$ cat config.mk
export PLATFORM = sky130hd
export DESIGN_NAME = switch_entry_capture
export DESIGN_NICKNAME = d
export VERILOG_FILES = /design/src/rtl/switch_entry_capture.sv
export SDC_FILE = /design/constraint.sdc
export NUM_CORES = 1
export LEC_CHECK = 0
export ABC_AREA = 1
export CORE_ASPECT_RATIO = 1.5
export CORE_UTILIZATION = 40
export DETAILED_ROUTE_END_ITERATION = 8
export PLACE_DENSITY_LB_ADDON = 0.25
export SYNTH_ARGS = -nofsm -noshare
export SYNTH_HDL_FRONTEND = slang
export SYNTH_SLANG_ARGS = --single-unit
$ cat constraint.sdc
create_clock -name clk -period 2.4 [get_ports clk]
set_input_delay 0.48 -clock clk [delete_from_list [all_inputs] [get_ports clk]]
set_output_delay 0.48 -clock clk [all_outputs]
set_load 0.03 [all_outputs]
$ cat src/rtl/switch_entry_capture.sv
// Slide-switch entry stage: synchronise, debounce and decode one press-and-release
// into a channel code, presented to the comparator over a valid/ready handshake.
//
// state        | meaning
// -------------+------------------------------------------------------------
// IDLE         | game inactive, everything cleared
// WAIT_PRESS   | no switch set; inactivity timer running
// DB_PRESS     | candidate press captured, waiting for it to stay stable
// WAIT_RELEASE | press qualified, collecting extra switches until all clear
// DB_RELEASE   | all switches clear, waiting for the release to stay stable
// PRESENT      | result on the outputs until the comparator accepts it
module switch_entry_capture #(
    parameter int N_SW            = 10,
    parameter int N_CH            = 4,
    parameter int DEBOUNCE_CYCLES = 1024,
    parameter int TIMEOUT_CYCLES  = 0,
    parameter int CODE_W          = $clog2(N_CH)
) (
    input  logic              clk,
    input  logic              reset,
    input  logic              on_off,
    input  logic [N_SW-1:0]   sw,
    output logic [N_SW-1:0]   led,
    output logic              out_valid,
    input  logic              out_ready,
    output logic [CODE_W-1:0] out_code,
    output logic              out_multi,
    output logic              out_timeout,
    output logic              busy
);

    localparam int DB_W = $clog2(DEBOUNCE_CYCLES + 1);
    localparam int TO_W = (TIMEOUT_CYCLES > 0) ? $clog2(TIMEOUT_CYCLES + 1) : 1;
    localparam logic [DB_W-1:0] DB_MAX = DB_W'(DEBOUNCE_CYCLES);
    localparam logic [TO_W-1:0] TO_MAX = TO_W'(TIMEOUT_CYCLES);

    typedef enum logic [2:0] {
        IDLE,
        WAIT_PRESS,
        DB_PRESS,
        WAIT_RELEASE,
        DB_RELEASE,
        PRESENT
    } state_t;

    state_t            state, state_nxt;
    logic [N_CH-1:0]   sync1, ssw;
    logic [N_CH-1:0]   cap, cap_nxt;
    logic [DB_W-1:0]   db_cnt, db_cnt_nxt;
    logic [TO_W-1:0]   to_cnt, to_cnt_nxt;
    logic              valid_nxt, multi_nxt, timeout_nxt;
    logic [CODE_W-1:0] code_nxt;
    logic              ch_zero;

    function automatic logic [CODE_W-1:0] lowest_index(input logic [N_CH-1:0] v);
        logic [CODE_W-1:0] idx;
        idx = '0;
        for (int i = N_CH - 1; i >= 0; i--) begin
            if (v[i]) idx = CODE_W'(i);
        end
        return idx;
    endfunction

    // led is a raw pass-through; only the game channels need synchronising
    assign led     = sw;
    assign ch_zero = (ssw == '0);
    assign busy    = (state == DB_PRESS) || (state == WAIT_RELEASE) || (state == DB_RELEASE);

    always_ff @(posedge clk or negedge reset) begin
        if (!reset) begin
            sync1 <= '0;
            ssw   <= '0;
        end else begin
            sync1 <= sw[N_CH-1:0];
            ssw   <= sync1;
        end
    end

    always_ff @(posedge clk or negedge reset) begin
        if (!reset) begin
            state       <= IDLE;
            cap         <= '0;
            db_cnt      <= '0;
            to_cnt      <= '0;
            out_valid   <= 1'b0;
            out_code    <= '0;
            out_multi   <= 1'b0;
            out_timeout <= 1'b0;
        end else begin
            state       <= state_nxt;
            cap         <= cap_nxt;
            db_cnt      <= db_cnt_nxt;
            to_cnt      <= to_cnt_nxt;
            out_valid   <= valid_nxt;
            out_code    <= code_nxt;
            out_multi   <= multi_nxt;
            out_timeout <= timeout_nxt;
        end
    end

    always_comb begin
        state_nxt   = state;
        cap_nxt     = cap;
        db_cnt_nxt  = db_cnt;
        to_cnt_nxt  = to_cnt;
        valid_nxt   = out_valid;
        code_nxt    = out_code;
        multi_nxt   = out_multi;
        timeout_nxt = out_timeout;

        if (!on_off) begin
            // leaving the game discards any pending result
            state_nxt   = IDLE;
            cap_nxt     = '0;
            db_cnt_nxt  = '0;
            to_cnt_nxt  = '0;
            valid_nxt   = 1'b0;
            code_nxt    = '0;
            multi_nxt   = 1'b0;
            timeout_nxt = 1'b0;
        end else begin
            case (state)
                IDLE: begin
                    state_nxt  = WAIT_PRESS;
                    to_cnt_nxt = '0;
                end

                WAIT_PRESS: begin
                    if (!ch_zero) begin
                        cap_nxt    = ssw;
                        db_cnt_nxt = '0;
                        state_nxt  = DB_PRESS;
                    end else if ((TIMEOUT_CYCLES > 0) && (to_cnt == TO_MAX)) begin
                        state_nxt   = PRESENT;
                        valid_nxt   = 1'b1;
                        code_nxt    = '0;
                        multi_nxt   = 1'b0;
                        timeout_nxt = 1'b1;
                    end else if (to_cnt != TO_MAX) begin
                        to_cnt_nxt = to_cnt + TO_W'(1);
                    end
                end

                DB_PRESS: begin
                    // a bounce back to zero keeps the inactivity timer where it was
                    if (ch_zero) begin
                        state_nxt = WAIT_PRESS;
                    end else if (ssw != cap) begin
                        cap_nxt    = ssw;
                        db_cnt_nxt = '0;
                    end else if (db_cnt == DB_MAX) begin
                        state_nxt = WAIT_RELEASE;
                    end else begin
                        db_cnt_nxt = db_cnt + DB_W'(1);
                    end
                end

                WAIT_RELEASE: begin
                    if (ch_zero) begin
                        db_cnt_nxt = '0;
                        state_nxt  = DB_RELEASE;
                    end else begin
                        cap_nxt = cap | ssw;
                    end
                end

                DB_RELEASE: begin
                    if (!ch_zero) begin
                        cap_nxt    = cap | ssw;
                        db_cnt_nxt = '0;
                        state_nxt  = WAIT_RELEASE;
                    end else if (db_cnt == DB_MAX) begin
                        state_nxt   = PRESENT;
                        valid_nxt   = 1'b1;
                        code_nxt    = lowest_index(cap);
                        multi_nxt   = |(cap & (cap - N_CH'(1)));
                        timeout_nxt = 1'b0;
                    end else begin
                        db_cnt_nxt = db_cnt + DB_W'(1);
                    end
                end

                PRESENT: begin
                    // out_code is deliberately left holding the last result
                    if (out_valid && out_ready) begin
                        valid_nxt   = 1'b0;
                        multi_nxt   = 1'b0;
                        timeout_nxt = 1'b0;
                        cap_nxt     = '0;
                        db_cnt_nxt  = '0;
                        to_cnt_nxt  = '0;
                        state_nxt   = WAIT_PRESS;
                    end
                end

                default: begin
                    state_nxt = IDLE;
                end
            endcase
        end
    end

endmodule

==> flow_summary_export.csv <==
group,metric,value,unit
detailed_routing,drtPass1Iterations,4,
power,swShare,42.09,%
detailed_routing,route.vias.total,1681,
place,port_buffers,16,
final_layout,fill_cells,478,
floorplanning,initial_utilization,42.68,%
timing,finalSetupViolations,0,
place,place_ws,0.2716,ns
cts,clock_latency,0.29,ns
floorplanning,ios,30,
floorplanning,core_area,4617,sq um
timing,drv_slew,0,
power,power_frac_clock,23.3,%
final_layout,synthToLayoutAreaGrowth,12.57,%
cts,clockRootBuffer,"clkbuf_8",
detailed_routing,drc_errors,0,
global_route,grt_util_all_layers,17.25,%
synthesis,syn_avg_cell_area,7.114,sq um
final_layout,insertedDiodeCount,0,
cts,numCtsBuffers,5,
detailed_routing,drtIter0Drc,66,
power,p_per_area,860.2,nW/um^2
run,cap_viol_max_count,0,
timing,fin_crit_sh,96.46,%
timing,fin_worst_skew,0.01060,ns
floorplanning,die_y,87.97,um
place,place_hpwl,2998,um
timing,clock.fmax,431.9,MHz
final_layout,design_area,2218,sq um
setup_path,path_max_fanout,7,
power,pwr-share-comb,40.0,%
final_layout,fin_util,48.05,%
setup_path,cp.required,1.92,ns
floorplanning,std_cell_rows,30,
cts,ctsHoldBuffers,0,
setup_path,arrival,1.84,ns
final_layout,multiInputGateArea,948.4,sq um
cts,clockBufferDepth,2,
timing,fin_ws,0.08488,ns
place,gp_congestion,0.8374,
timing,fin_setup_tns,0,ns
final_layout,final_cell_mix,"nand2_1 (77), inv_1 (38), dfrtp_1 (30), nor2_1 (23), nand3_1 (19)",
cts,cts_tree,"yes",
final_layout,regArea,750.7,sq um
power,p_switching,803.2,uW
setup_path,worstSetupStartpointType,"flip-flop",
synthesis,syn-cell-area,1971,sq um
synthesis,ys_types,28,
power,p_int,1.105,mW
timing,layout_min_cycle_time,2.315,ns
cts,post_cts_buffers,0,
floorplanning,dieArea,5217,sq um
final_layout,drive_gt1_share,9.343,%
final_layout,nets,308,
cts,cts_sinks,30,
worst_hold_path,hp-class,"reg -> reg",
run_status,status,"finished, final reports clean",
global_route,grt_pass1_wl,6727,um
power,p_total,1.908,mW
final_layout,stdcell_count,353,
detailed_routing,vias_per_cell,4.762,
synthesis,syn_nets,297,
power,vdd.ir_drop.worst,0.3909,mV
synthesis,synth_seq_area_share,38.10,%
timing,whs,0.3485,ns
cts,clkTransAtPathRegs,0.08,ns
global_route,grt_overflow_total,0,
power,power_frac_seq,36.7,%
setup_path,path_class,"reg -> out",
global_route,grt_pass1_vias,1580,
final_layout,final_common_cell,"nand2_1",
floorplanning,fp.dieW,59.31,um
detailed_routing,wl,4003,um
synthesis,synth_warnings,0,
synthesis,synth_cells,277,
power,p_leak,1.099,nW
timing,hold_viol,0,
cts,htreeDepth,2,
cts,cts.repair.resized,0,
place,placedCellCount,345,
global_route,grt_max_degree,31,
global_route,grt_antenna_before_repair,0,
detailed_routing,ant_nets,0,
timing,rsz0062_at_grt,"false",
place,place_area,2123,sq um
setup_path,crit_path_end_kind,"primary output",
synthesis,synth-seq-cells,30,
detailed_routing,routedWlPerCell,11.34,um
## cells in the mapped netlist, drive strengths merged
cell,count,share of area (%)
or2,1,0.32
buf,14,5.4
nand3,22,6.3
inv,43,8.2
conb,1,0.19
nand3b,2,0.76
nor3,9,2.8
a22oi,1,0.38
ha,6,3.8
clkbuf,1,0.19
a21oi,10,2.5
nor2,24,5.4
nor4,1,0.32
dfrtp,30,38
nand2,80,16
xor2,4,1.8
o21ai,19,5.0
o22ai,2,0.63
nand4,7,2.2
## per-layer routing
| metal | GRT usage, % | up-vias | share of wire [%] |
|---|---|---|---|
| met5 | 0 | - | 0 |
| met1 | 17.93 | 760 | 43 |
| met2 | 31.66 | 19 | 52 |
| li1 | - | 893 | - |
| met3 | 3.397 | 9 | 2.7 |
| met4 | 9.091 | 0 | 2.5 |
## logic make-up after synthesis
kind of cell	share of synthesized area (%)
simple gates	33.78
buf+inv	13.78
compound gates	8.571
flops	38.10
fa+ha+maj	3.809
xor+xnor	1.778
other cells	0.1903
## power by group through the flow
stage	registers [mW]	logic (mW)	clock network [mW]
after floorplan	0.730	0.569	0
after global placement	0.707	0.762	0
after detailed placement	0.710	0.770	0
after CTS	0.700	0.773	0.451
after global routing	0.716	0.873	0.469
final	0.700	0.764	0.444
## registers in the layout, summed over array words and instances (netlist names)
register / count
state: 3
ssw: 4
out_valid: 1
out_code: 2
cap: 4
out_multi: 1
sync1: 4
db_cnt: 11
## final timing paths
| check | start | endpoint | cells after the start | slack, ns |
|---|---|---|---|---|
| min in group asynchronous | reset | out_multi | 2 | 0.58 |
| max in group asynchronous | reset | db_cnt[9] | 2 | 1.54 |
| worst max-delay path | state[1] | busy | 4 | 0.08 |
| worst min register to register | sync1[0] | ssw[0] | 0 | 0.35 |
| worst min-delay path | sync1[0] | ssw[0] | 0 | 0.35 |
| worst max register to register | cap[3] | db_cnt[2] | 9 | 0.61 |
## cell type report
type / count / share of cell area, %
Multi-Input combinational cell: 189 / 42.75
Sequential cell: 30 / 33.84
Timing Repair Buffer: 19 / 8.235
Inverter: 43 / 7.276
Clock buffer: 6 / 3.723
Tap cell: 64 / 3.610
Clock inverter: 2 / 0.5640
## critical path, stage by stage (launching register included)
cell and delay, ns:
dfrtp_1 0.44, inv_2 0.13, nand3_2 0.15, o21ai_0 0.12
clkdlybuf4s50_1 0.70
(Power assumes the default switching activity.)
